`src/rtl/cache_dre_pkg.sv`:
```
// Shared types and constants for the dre maintenance controller.
package cache_dre_pkg;

   // Maintenance command encoding as seen on cmd_op.
   typedef enum logic [1:0] {
      DRE_CLEAR     = 2'd0,
      DRE_FILL      = 2'd1,
      DRE_FLUSH_ALL = 2'd2,
      DRE_CHECK     = 2'd3
   } dreOp_t;

   // Controller sequencing states.
   typedef enum logic [2:0] {
      StIdle,
      StWait,
      StRun,
      StDrain,
      StDone
   } dreState_t;

   // One bit per byte of a packed word pair.
   localparam logic [7:0] DRE_ALL_READABLE  = 8'hFF;
   localparam logic [7:0] DRE_NONE_READABLE = 8'h00;

endpackage

```
`src/rtl/cache_dre_addr_gen.sv`:
```
// Pair/channel counters for the dre controller: walks one line (P pairs) or, in
// flush mode, every entry of every way, and flags the last operation.
module cache_dre_addr_gen
   import cache_dre_pkg::*;
#(
   parameter int unsigned ADDR_WIDTH      = 9,
   parameter int unsigned LINE_WORDS_LOG2 = 3
) (
   input  logic                                  clk,
   input  logic                                  rst,
   input  logic                                  clear,
   input  logic                                  step,
   input  logic                                  flushMode,
   input  logic [ADDR_WIDTH-LINE_WORDS_LOG2-1:0] line,
   input  logic [1:0]                            lineChannel,
   output logic [ADDR_WIDTH-1:0]                 address,
   output logic [1:0]                            channel,
   output logic                                  lastOp
);

   localparam int unsigned PW = ADDR_WIDTH - 1;
   // Pair bits that belong to one line; zero when a line is a single pair.
   localparam logic [PW-1:0] LineMask = PW'((1 << (LINE_WORDS_LOG2 - 1)) - 1);

   logic [PW-1:0] pair_q;
   logic [1:0]    flushChannel_q;
   logic          pairWrap;
   logic [PW-1:0] linePair;

   assign pairWrap = &pair_q;
   assign linePair = pair_q & LineMask;

   // Pair counter always advances; the flush channel advances on pair wrap.
   always_ff @(posedge clk or posedge rst) begin
      if (rst) begin
         pair_q         <= '0;
         flushChannel_q <= 2'd0;
      end else if (clear) begin
         pair_q         <= '0;
         flushChannel_q <= 2'd0;
      end else if (step) begin
         pair_q <= pair_q + 1'b1;
         if (flushMode && pairWrap) begin
            flushChannel_q <= flushChannel_q + 2'd1;
         end
      end
   end

   // Address, way and last-op decode for the current operation.
   always_comb begin
      address = '0;
      channel = lineChannel;
      lastOp  = 1'b0;
      if (flushMode) begin
         address = {pair_q, 1'b0};
         channel = flushChannel_q;
         lastOp  = pairWrap && (flushChannel_q == 2'd3);
      end else begin
         address = {line, {LINE_WORDS_LOG2{1'b0}}} | {linePair, 1'b0};
         lastOp  = (linePair == LineMask);
      end
   end

endmodule

```
`src/rtl/cache_dre_ctrl.sv`:
```
// Maintenance sequencer and ri-side arbiter for the cache dre RAM wrapper.
// Waits for the rw pipeline to go idle, takes the RAM mux, runs one RAM op per
// cycle for the command, then hands the RAM back.
module cache_dre_ctrl
   import cache_dre_pkg::*;
#(
   parameter int unsigned ADDR_WIDTH      = 9,
   parameter int unsigned LINE_WORDS_LOG2 = 3,
   parameter bit          INIT_FLUSH      = 1'b1
) (
   input  logic                                  clk,
   input  logic                                  rst,
   input  logic                                  cmd_valid,
   output logic                                  cmd_ready,
   input  logic [1:0]                            cmd_op,
   input  logic [1:0]                            cmd_channel,
   input  logic [ADDR_WIDTH-LINE_WORDS_LOG2-1:0] cmd_line,
   output logic                                  done,
   output logic                                  check_ok,
   input  logic                                  rw_busy,
   output logic                                  rw_stall,
   output logic                                  sel,
   output logic [ADDR_WIDTH-1:0]                 ri_readAddress,
   output logic [1:0]                            ri_readChannel,
   input  logic [7:0]                            ri_readData,
   output logic [ADDR_WIDTH-1:0]                 ri_writeAddress,
   output logic [1:0]                            ri_writeChannel,
   output logic                                  ri_writeEnable,
   output logic [7:0]                            ri_writeData
);

   localparam int unsigned LW = ADDR_WIDTH - LINE_WORDS_LOG2;

   dreState_t       state_q, state_d;
   dreOp_t          op_q;
   logic [1:0]      channel_q;
   logic [LW-1:0]   line_q;
   logic            ok_q;
   logic            readPending_q;

   logic                  accept;
   logic [ADDR_WIDTH-1:0] genAddress;
   logic [1:0]            genChannel;
   logic                  lastOp;

   assign accept = (state_q == StIdle) && cmd_valid;

   cache_dre_addr_gen #(
      .ADDR_WIDTH      (ADDR_WIDTH),
      .LINE_WORDS_LOG2 (LINE_WORDS_LOG2)
   ) u_addrGen (
      .clk         (clk),
      .rst         (rst),
      .clear       (accept),
      .step        (state_q == StRun),
      .flushMode   (op_q == DRE_FLUSH_ALL),
      .line        (line_q),
      .lineChannel (channel_q),
      .address     (genAddress),
      .channel     (genChannel),
      .lastOp      (lastOp)
   );

   // State, latched command and CHECK accumulator; reset may start a flush.
   always_ff @(posedge clk or posedge rst) begin
      if (rst) begin
         state_q       <= INIT_FLUSH ? StWait : StIdle;
         op_q          <= INIT_FLUSH ? DRE_FLUSH_ALL : DRE_CLEAR;
         channel_q     <= 2'd0;
         line_q        <= '0;
         ok_q          <= 1'b1;
         readPending_q <= 1'b0;
      end else begin
         state_q <= state_d;
         if (accept) begin
            op_q      <= dreOp_t'(cmd_op);
            channel_q <= cmd_channel;
            line_q    <= cmd_line;
            ok_q      <= 1'b1;
         end else if (readPending_q) begin
            // Read data lands one cycle after the read was issued.
            ok_q <= ok_q & (ri_readData == DRE_ALL_READABLE);
         end
         readPending_q <= (state_q == StRun) && (op_q == DRE_CHECK);
      end
   end

   // Next-state and output decode.
   always_comb begin
      state_d         = state_q;
      cmd_ready       = 1'b0;
      rw_stall        = 1'b1;
      sel             = 1'b0;
      done            = 1'b0;
      check_ok        = 1'b0;
      ri_writeEnable  = 1'b0;
      ri_writeData    = DRE_NONE_READABLE;
      ri_readAddress  = '0;
      ri_writeAddress = '0;
      ri_readChannel  = 2'd0;
      ri_writeChannel = 2'd0;

      if (state_q != StIdle) begin
         ri_readAddress  = genAddress;
         ri_writeAddress = genAddress;
         ri_readChannel  = genChannel;
         ri_writeChannel = genChannel;
      end

      unique case (state_q)
         StIdle: begin
            cmd_ready = 1'b1;
            rw_stall  = 1'b0;
            if (cmd_valid) begin
               state_d = StWait;
            end
         end
         StWait: begin
            if (!rw_busy) begin
               state_d = StRun;
            end
         end
         StRun: begin
            sel = 1'b1;
            if (op_q != DRE_CHECK) begin
               ri_writeEnable = 1'b1;
               ri_writeData   = (op_q == DRE_FILL) ? DRE_ALL_READABLE : DRE_NONE_READABLE;
            end
            if (lastOp) begin
               state_d = (op_q == DRE_CHECK) ? StDrain : StDone;
            end
         end
         StDrain: begin
            // Keep the ri side selected so the last read's forwarding stays valid.
            sel     = 1'b1;
            state_d = StDone;
         end
         StDone: begin
            done     = 1'b1;
            check_ok = (op_q == DRE_CHECK) && ok_q;
            rw_stall = 1'b0;
            state_d  = StIdle;
         end
         default: begin
            state_d = StIdle;
         end
      endcase
   end

endmodule
```
`config.mk`:
```
export PLATFORM = sky130hd
export DESIGN_NAME = cache_dre_ctrl
export DESIGN_NICKNAME = d
export VERILOG_FILES = /design/src/rtl/cache_dre_pkg.sv /design/src/rtl/cache_dre_addr_gen.sv /design/src/rtl/cache_dre_ctrl.sv
export SDC_FILE = /design/constraint.sdc
export NUM_CORES = 1
export LEC_CHECK = 0
export ABC_CLOCK_PERIOD_IN_PS = 2700
export BUFFER_PORTS_ARGS = -buffer_cell sky130_fd_sc_hd__buf_4
export CAP_MARGIN = 0
export CORE_UTILIZATION = 48
export DETAILED_ROUTE_END_ITERATION = 6
export PLACE_DENSITY = 0.91
export SLEW_MARGIN = 30
export SYNTH_ARGS = -nofsm -noshare
export SYNTH_HDL_FRONTEND = slang
export SYNTH_SLANG_ARGS = --single-unit
export TNS_END_PERCENT = 100
```
`constraint.sdc`:
```
create_clock -name clk -period 2.7 [get_ports clk]
set_clock_uncertainty 0.1 [all_clocks]
set_input_delay 0.27 -clock clk [delete_from_list [all_inputs] [get_ports clk]]
set_output_delay 0.27 -clock clk [all_outputs]
set_load 0.03 [all_outputs]
```
==> qor.txt, run 1 <==
GRT Total Usage - 19.4%
Area of the mapped netlist - 0.00149 mm²
DR pass1 iterations - 6
Syn Inst Count - 158
Layout cells sized above 1 - 41.0%
Max Transition Viols Final - 0
Drt wl/cell - 13.2 µm
Hold Path Class - in -> reg
Synth Area per Inst - 9.46 µm²
Cts-stage hold buffer count - 0
Clk slew on worst S/H paths - 0.14 ns
DP Wirelength - 2380 µm
FMAX - 410 MHz
Synth cell types - 34
Via Count - 1191
Number of synthesized register bits - 25
Placed cell areas - 0.00178 mm²
DR vias/cell - 5.27
Synth warnings - 0
Leakage power - 0.875 nW
Detailed-route DRC error count - 5
GP Congestion - 0.843
CP Capture Type - primary output
Design area - 0.00182 mm²
Maximum vdd ir drop - 528 µV
H-tree depth - 1
Placement Rows - 19
Die Span X - 57.8 µm
Worst hold margin - 0.0668 ns
Die area - 0.00334 mm²
Largest fanout on the critical path - 10
Worst-margin pin slew - 0.614 ns
Required time worst endpoint - 2.33 ns
CTS tree - yes
Largest net degree at the start of global routing - 26
Detail Route Antenna Nets - 0
WS Path Type - reg -> out
Initial antenna violation count - 0
Vias in the first global route - 1072
Worst-Skew Late Latency - 0.32 ns
Die Ht - 57.8 µm
Clock Sinks - 25
Post-route clock period utilization - 90.4%
Total Power - 2.26 mW
Internal power - 1.13 mW
PortBufs - 55
Comb pwr share - 64.7%
Grt total ovfl - 0
Root Buffer - clkbuf_4
Clock network fraction of total power - 7.4%
Cell Pwr Density - 1240 mW/mm²
CTS Buf Count - 3
CORE AREA - 0.00285 mm²
CP Data Arrival Time - 2.07 ns
Crit start category - flip-flop
Net load switching power - 1.13 mW
DR iter-0 viols - 42
Layout area overhead - 21.5%
Unrepaired setup endpoints after global routing - no
Global-route wire length before repair - 5020 µm
Sequential group share of total power - 27.9%
Postcts setup bufs - 0
Endpoints failing hold - 0
Nets - 220
I/O pin total - 58
Failing checks - design-rule violations
Setup TNS Final - 0 ns
Setup violations, final - 0
Routed WL - 2990 µm
CTS max path bufs - 2
Min Tclk post-route - 2.44 ns
Post-synthesis sequential area ratio - 42.1%
Worst relative slew slack - 59.1%
Number of gates resized after CTS - 0
Starting Density - 52.4%
Status - complete, but fails checks
Switching part of the total - 50.0%
MaxCap Viol Count - 0
# diodes - 0
-- flip-flops by register name (all words and copies together) (netlist names) --
name and cells:
readPending_q 1, op_q 2, line_q 6, u_addrGen.flushChannel_q 2, u_addrGen.pair_q 8, ok_q 1, state_q 3, channel_q 2
-- metrics by stage --
step                      setup WS [ns]  utilization, %  cells
after detailed placement          0.624            62.3    221
after CTS                         0.251            63.3    225
after global placement            0.678            62.3    221
after global routing              0.167            63.6    226
after floorplan                   0.235               -    159
final                             0.260            63.6    226
-- layout make-up --
type,instances,area [µm²]
Timing Repair Buffer,58,438
Tap cell,31,38.8
Multi-Input combinational cell,105,671
Clock inverter,1,5.00
Sequential cell,25,629
Clock buffer,3,22.5
Fill cell,230,1040
Inverter,3,11.3
-- synthesized netlist by cell type, drive strengths merged --
master  count  area [µm²]
conb        1        3.75
a211oi      1        7.51
nor3b       3        22.5
a21oi      10        50.1
nand3       2        10.0
nor3        3        15.0
and4        1        8.76
nand2b      1        6.26
mux2i       1        10.0
a21boi      1        7.51
mux2       11         124
nor4        1        21.3
a21o        1        7.51
o211a       1        10.0
nand2      21        78.8
and2        2        12.5
or2         1        6.26
dfrtp      22         551
o21ai       3        15.0
nor2b       5        31.3
o221ai      1        8.76
dfstp       3        78.8
ha          2        25.0
or3b        1        8.76
inv         3        11.3
nand4       5        31.3
nor2       16        62.6
xnor2       7        61.3
nand3b      1        7.51
xor2        1        8.76
clkbuf      3        11.3
buf        23         180
-- cell families (layout without fill, tap and decap cells) --
family	Yosys count	after routing	share of synthesized area (%)
AOI/OAI and AO/OA	18	18	7.12
xor gates and xnor gates	8	8	4.69
adders and majority gates	2	2	1.67
and+or+nand+nor	63	63	21.6
DFF	25	25	42.1
buffers and inverters	29	65	13.6
other	1	2	0.251
muxes	12	12	8.96
-- worst max-delay path, stage by stage, from the launching register on --
cell and delay (ns):
dfrtp_1 0.46, or3b_1 0.57, nor3b_2 0.47, buf_4 0.25
-- metal layers --
layer  track usage, %  routed length (µm)  share of wire [%]
met1             25.1                1230                 41
met2             34.2                1590                 53
met3             2.01                 126                4.2
met4             6.12                  41                1.4
met5                0                   0                  0
-- power by group through the flow --
stage | clock (mW) | sequential (mW) | combinational (mW)
CTS | 0.170 | 0.630 | 1.47
floorplan | 0 | 0.593 | 1.18
global route | 0.183 | 0.653 | 1.55
global placement | 0 | 0.628 | 1.44
finish | 0.168 | 0.629 | 1.46
detailed placement | 0 | 0.638 | 1.47
-- path summary, 6_finish.rpt --
check / startpoint / end / slack (ns) / depth (start not counted)
worst max register to register: state_q[1] / line_q[0] / 0.63 / 4
worst min register to register: line_q[5] / line_q[5] / 0.43 / 1
worst max-delay path: state_q[2] / ri_writeData[1] / 0.26 / 3
min in group asynchronous: rst / line_q[2] / 0.43 / 3
max in group asynchronous: rst / state_q[0] / 1.71 / 3
worst min-delay path: cmd_line[2] / line_q[2] / 0.07 / 2
-- placed cells by master (no fill, tap or decap), drive strengths merged, types with 2 or more instances in the layout --
| cell | n |
|---|---|
| a21oi | 10 |
| and2 | 2 |
| buf | 57 |
| clkbuf | 3 |
| conb | 2 |
| dfrtp | 22 |
| dfstp | 3 |
| ha | 2 |
| inv | 3 |
| mux2 | 11 |
| nand2 | 21 |
| nand3 | 2 |
| nand4 | 5 |
| nor2 | 16 |
| nor2b | 5 |
| nor3 | 3 |
| nor3b | 3 |
| o21ai | 3 |
| xnor2 | 7 |
Note: power is estimated with default switching activity, not from simulation.
==> inputs of run 2 (changes only) <==
ABC_AREA = 1   (was unset)
CORE_UTILIZATION = 49   (was 48)
==> qor.txt, run 2 <==
Top-area cell type share of the netlist area - 34.8% (-2.0 points)
Post-synth ARST share - 100% (unchanged)
Hold Crit Start - cmd_line[4]
Crit path cell chain - inv_2 > nand3_2 > nor3_1 > buf_4
Starting Density - 51.8% (-0.57 points)
Post-synthesis simple-gate area fraction - 29.4% (+7.7 points)
Most flops, register - u_addrGen.pair_q
Synth warnings - 0 (unchanged)
Nets - 274 (+25%)
Detail Route Antenna Nets - 0 (unchanged)
Most frequent cell after synthesis - nand2_1
Mux cell area share after synthesis - 0% (-9.0 points)
Critical Path Slowest Stage Cell - nor3_1
H-tree depth - 1 (unchanged)
Vias in the first global route - 1369 (+28%)
I/O pin total - 58 (unchanged)
Max Transition Viols Final - 0 (unchanged)
DR iter-0 viols - 46 (+9.5%)
Setup violations, final - 0 (unchanged)
Largest regs - u_addrGen.pair_q x8, line_q x6, state_q x3
PortBufs - 55 (unchanged)
RR Startpoint - state_q[0]
GP Congestion - 0.820 (-2.7%)
Final instance count without filler cells - 293 (+30%)
Area of the mapped netlist - 0.00158 mm² (+5.9%)
DR pass1 iterations - 4 (-2)
Endpoints failing hold - 0 (unchanged)
Routed WL - 3320 µm (+11%)
Hold Path Class - in -> reg
FMAX - 419 MHz (+2.4%)
Leakage power - 0.995 nW (+14%)
Yosys top cell by area - dfrtp_1
DR vias/cell - 4.98 (-5.4%)
Most frequent cells in the layout - buf_4 (55), nand2_1 (53), inv_1 (23)
Placement Rows - 20 (+1)
Unrepaired setup endpoints after global routing - no
Cells after DPL - 288 (+30%)
Design area - 0.00192 mm² (+5.7%)
GRT Total Usage - 21.4% (+2.0 points)
Largest register FFs - 8 (unchanged)
Worst relative slew slack - 51.0% (-8.1 points)
Syn Inst Count - 210 (+33%)
Die area - 0.00346 mm² (+3.6%)
WS Path Type - reg -> out
Worst stage delay on the critical path - 0.63 ns (+0.06 ns)
Status - finished, final reports clean
Worst Setup SP - state_q[2]
Largest fanout on the critical path - 9 (-1)
CP Capture Type - primary output
Post-synth EDFFs - 0 (unchanged)
CORE AREA - 0.00305 mm² (+7.0%)
Required time worst endpoint - 2.33 ns (about the same)
Via Count - 1460 (+23%)
Cell Pwr Density - 1250 mW/mm² (+0.27%)
Commonest cells post-synth - nand2_1 (53), inv_1 (24), dfrtp_1 (22)
Initial antenna violation count - 0 (unchanged)
Filler cells - 291 (+27%)
Grt total ovfl - 0 (unchanged)
Largest family of logic cells by synthesized area - simple AND/OR/NAND/NOR gates
Synth Area in Adders - 1.58% (-0.093 points)
Die Span X - 58.8 µm (+1.8%)
Flop-to-flop setup slack - 1.18 ns (+0.55 ns)
Synth Area per Inst - 7.53 µm² (-20%)
Maximum vdd ir drop - 959 µV (+82%)
Most common cell after layout, fill and taps aside - buf_4
MaxCap Viol Count - 0 (unchanged)
Critical Path End - ri_writeData[1]
Post-route clock period utilization - 88.3% (-2.1 points)
Post-synthesis sequential area ratio - 39.8% (-2.3 points)
Worst-Skew Late Latency - 0.33 ns (about the same)
Die Ht - 58.8 µm (+1.8%)
CTS max path bufs - 2 (unchanged)
Most used DFF post-synth - dfrtp_1
R2r endpoint - u_addrGen.pair_q[1]
Placed cell areas - 0.00188 mm² (+5.7%)
Largest cells by area after synthesis - dfrtp_1 (35%), nand2_1 (13%), buf_4 (9.0%)
CP Data Arrival Time - 2.01 ns (-0.06 ns)
Clk slew on worst S/H paths - 0.14 ns (about the same)
Worst-margin pin slew - 0.729 ns (+0.116 ns)
Number of synthesized register bits - 25 (unchanged)
DP Wirelength - 2500 µm (+5.0%)
CTS tree - yes
Detailed-route DRC error count - 0 (-5)
Postcts setup bufs - 0 (unchanged)
Largest net degree at the start of global routing - 26 (unchanged)
Setup TNS Final - 0 ns (unchanged)
Synth cell types - 26 (-24%)
Min Tclk post-route - 2.38 ns (-0.0565 ns)
Global-route wire length before repair - 5600 µm (+12%)
Reg2Reg Depth - 6 (+2)
# diodes - 0 (unchanged)
CTS Buf Count - 3 (unchanged)
Synth Area in Compound Gates - 10.6% (+3.5 points)
Post-synthesis xor/xnor area fraction - 0% (-4.7 points)
Root Buffer - clkbuf_4
Total Power - 2.39 mW (+6.0%)
Clock Sinks - 25 (unchanged)
Drt wl/cell - 11.3 µm (-14%)
Final core utilization - 62.9% (-0.77 points)
Layout cells sized above 1 - 29.3% (-12 points)
Crit start category - flip-flop
Layout area overhead - 21.4%
==> run 2: changes by cell type after synthesis, moves of 5 or more <==
cell	delta
inv_1	+21
mux2_2	-11
nand2_1	+32
nand3_1	+8
nor2b_1	-5
o21ai_0	+10
o21ai_1	+6
xnor2_1	-7
==> run 2: cell type report <==
class / instances / area (µm²) / share of cell area [%]
clock buffer: 3 / 22.5 / 1.17
clock inverter: 1 / 7.51 / 0.391
inverter: 28 / 118 / 6.13
multi-input combinational: 136 / 664 / 34.6
sequential: 25 / 629 / 32.8
tap: 44 / 55.1 / 2.87
timing repair buffer: 56 / 423 / 22.0
==> run 2: worst min path at each step <==
stage                     slack (ns)  cells past startpoint           end
after global placement          0.36                      2          ok_q
after CTS                       0.02                      3     line_q[4]
after floorplan                 0.20                      1  channel_q[0]
final                           0.02                      3     line_q[4]
after detailed placement        0.36                      2  channel_q[0]
after global routing            0.03                      3       op_q[1]
==> run 2: metal layers <==
metal	vias to the layer above	track usage [%]	part of all wire [%]
met5	-	0	0
met4	0	13.3	3.0
met3	9	2.20	5.5
met2	57	36.7	50
met1	665	25.7	41
li1	729	-	-
==> run 2: cells by family after synthesis <==
group | count (synthesis)
AND/OR/NAND/NOR | 99
buffers and inverters | 50
other | 1
adder cells (fa/ha/maj) | 2
AO/OA/AOI/OAI | 33
flip-flops | 25
==> run 2: repair_timing <==
action | CTS | global route
gates resized for setup | 0 | 0
setup endpoints to repair | 0 | 0
endpoints found under the hold margin | 0 | 22
hold buffers | 0 | 1
==> run 2: critical path, delay by kind of cell (launching register included) <==
| family | cells | cell delay [ns] |
|---|---|---|
| DFF | 1 | 0.44 |
| and+or+nand+nor | 2 | 0.84 |
| buffers and inverters | 2 | 0.41 |
==> run 2: metrics by stage <==
step | hold slack [ns] | worst slack (ns)
floorplan | 0.195 | 0.288
global placement | 0.356 | 0.762
detailed placement | 0.360 | 0.678
CTS | 0.0177 | 0.297
global route | 0.0269 | 0.123
finish | 0.0223 | 0.316
==> run 2: power by group <==
| group | leakage, nW | internal (mW) | switching, mW | total, mW |
|---|---|---|---|---|
| Combinational | 0.661 | 0.527 | 1.09 | 1.62 |
| Sequential | 0.320 | 0.511 | 0.0887 | 0.599 |
| Clock | 0.0139 | 0.0568 | 0.119 | 0.175 |
| Total | 0.995 | 1.09 | 1.30 | 2.39 |
==> inputs of run 3 (changes only) <==
GPL_TIMING_DRIVEN = 0   (was unset)
==> qor.txt, run 3 (same netlist as run 2, synthesis figures left out) <==
Placement Rows - 20 (unchanged)
Unrepaired setup endpoints after global routing - no
Largest regs - u_addrGen.pair_q x8, line_q x6, state_q x3
Worst path bufs/invs - 3 (+1)
Hold Path Class - in -> reg
Via Count - 1531 (+4.9%)
Design area - 0.00209 mm² (+8.9%)
Drt wl/cell - 11.1 µm (-2.4%)
Clock Sinks - 25 (unchanged)
CP Data Arrival Time - 2.08 ns (+0.07 ns)
DP Wirelength - 2730 µm (+8.9%)
Setup violations, final - 0 (unchanged)
DR iter-0 viols - 64 (+39%)
DR vias/cell - 4.86 (-2.5%)
Most frequent CP cell - buf_4
Placed cell areas - 0.00205 mm² (+9.3%)
Required time worst endpoint - 2.33 ns (about the same)
Largest fanout on the critical path - 9 (unchanged)
Flop-to-flop setup slack - 1.23 ns (+0.05 ns)
CTS Buf Count - 3 (unchanged)
MaxCap Viol Count - 0 (unchanged)
Crit path cell chain - inv_2 > nand3_2 > nor3_1 > buf_4 > buf_4
Layout cells sized above 1 - 34.7% (+5.4 points)
Maximum vdd ir drop - 967 µV (+0.84%)
Clk slew on worst S/H paths - 0.13 ns (about the same)
Die Ht - 58.8 µm (unchanged)
Endpoints failing hold - 0 (unchanged)
Detail Route Antenna Nets - 0 (unchanged)
FMAX - 408 MHz (-2.7%)
Crit start category - flip-flop
Post-route clock period utilization - 90.7% (+2.4 points)
# diodes - 0 (unchanged)
Routed WL - 3480 µm (+4.9%)
Nets - 296 (+8.0%)
Cts-stage hold buffer count - 0 (unchanged)
Met2 WL - 1810 µm (+8.4%)
CORE AREA - 0.00305 mm² (unchanged)
I/O pin total - 58 (unchanged)
CP Capture Type - primary output
Status - finished, final reports clean
Most flops, register - u_addrGen.pair_q
Wl on met1 - 1400 µm (+1.8%)
Most common cell after layout, fill and taps aside - buf_4
Worst relative slew slack - 53.1% (+2.1 points)
Largest register FFs - 8 (unchanged)
Cell Pwr Density - 1240 mW/mm² (-0.66%)
Min Tclk post-route - 2.45 ns (+0.0659 ns)
Layout area overhead - 32.1%
Root Buffer - clkbuf_4
CTS max path bufs - 2 (unchanged)
Largest net degree at the start of global routing - 26 (unchanged)
Initial antenna violation count - 0 (unchanged)
WS Path Type - reg -> out
Vias in the first global route - 1344 (-1.8%)
Postcts setup bufs - 0 (unchanged)
Max Transition Viols Final - 0 (unchanged)
Die area - 0.00346 mm² (unchanged)
CTS tree - yes
Die Span X - 58.8 µm (unchanged)
GP Congestion - 0.876 (+6.9%)
Leakage power - 1.11 nW (+12%)
DR pass1 iterations - 4 (unchanged)
H-tree depth - 1 (unchanged)
GRT Total Usage - 21.2% (-0.17 points)
Highest metal used - met4
Most frequent cells in the layout - buf_4 (74), nand2_1 (53), inv_1 (23)
Grt total ovfl - 0 (unchanged)
Detailed-route DRC error count - 0 (unchanged)
Number of gates resized after CTS - 0 (unchanged)
Worst stage delay on the critical path - 0.61 ns (-0.02 ns)
Starting Density - 51.8% (unchanged)
CP top delay family - simple AND/OR/NAND/NOR gates
Global-route wire length before repair - 5580 µm (-0.48%)
PortBufs - 55 (unchanged)
Metal3 WL - 211 µm (+17%)
Worst-margin pin slew - 0.699 ns (-0.0305 ns)
Worst-Skew Late Latency - 0.31 ns (-0.02 ns)
Setup TNS Final - 0 ns (unchanged)
Critical Path Slowest Stage Cell - nor3_1
[run 3: changes by cell type in the layout (fill, tap and decap cells not counted), sizes merged]
| cell | change |
|---|---|
| clkbuf | +1 |
| buf | +22 |
| clkinvlp | -1 |
[run 3: stage by stage]
step           power (mW)  hold WS [ns]  util (%)  setup WS, ns  cells
3_5_place_dp         2.43         0.361      67.3         0.597    310
6_report             2.59        0.0398      68.4         0.250    315
3_3_place_gp         2.39         0.357      67.3         0.620    310
5_1_grt              2.76        0.0326      68.4         0.103    315
4_1_cts              2.60        0.0361      68.1         0.228    314
2_1_floorplan        1.88         0.195         -         0.288    211
[run 3: final cells by class]
cell class	count	area, µm²
clock buffers	4	26.3
well taps	44	55.1
multi-input cells	136	664
plain buffers	22	174
fillers	279	963
inverters	28	118
flip-flops and latches	25	629
repair buffers	56	423
[run 3: power breakdown]
part	switching, mW	leakage (nW)	internal, mW
Sequential	0.0874	0.320	0.511
Combinational	1.13	0.778	0.692
Clock	0.108	0.0150	0.0577
Total	1.33	1.11	1.26
[run 3: per-layer routing]
| metal | GRT usage (%) | vias to the layer above |
|---|---|---|
| li1 | - | 777 |
| met1 | 25.4 | 701 |
| met2 | 38.3 | 47 |
| met3 | 2.86 | 6 |
| met4 | 8.50 | 0 |
| met5 | 0 | - |
[run 3: worst register-to-register path: stages (launching register included)]
cell	delay, ns
dfrtp_1	0.45
ha_1	0.26
nand2_1	0.13
nor2_1	0.11
nand3_1	0.09
nand2_1	0.13
nand2_1	0.06
nor2_1	0.09
[run 3: worst paths after layout]
| kind | startpoint | endpoint | depth (start not counted) |
|---|---|---|---|
| worst min register to register | ok_q | ok_q | 2 |
| worst min-delay path | cmd_line[3] | line_q[3] | 3 |
| max in group asynchronous | rst | state_q[0] | 3 |
| worst max register to register | u_addrGen.pair_q[0] | state_q[2] | 7 |
| worst max-delay path | state_q[2] | ri_writeData[3] | 5 |
| min in group asynchronous | rst | line_q[1] | 3 |
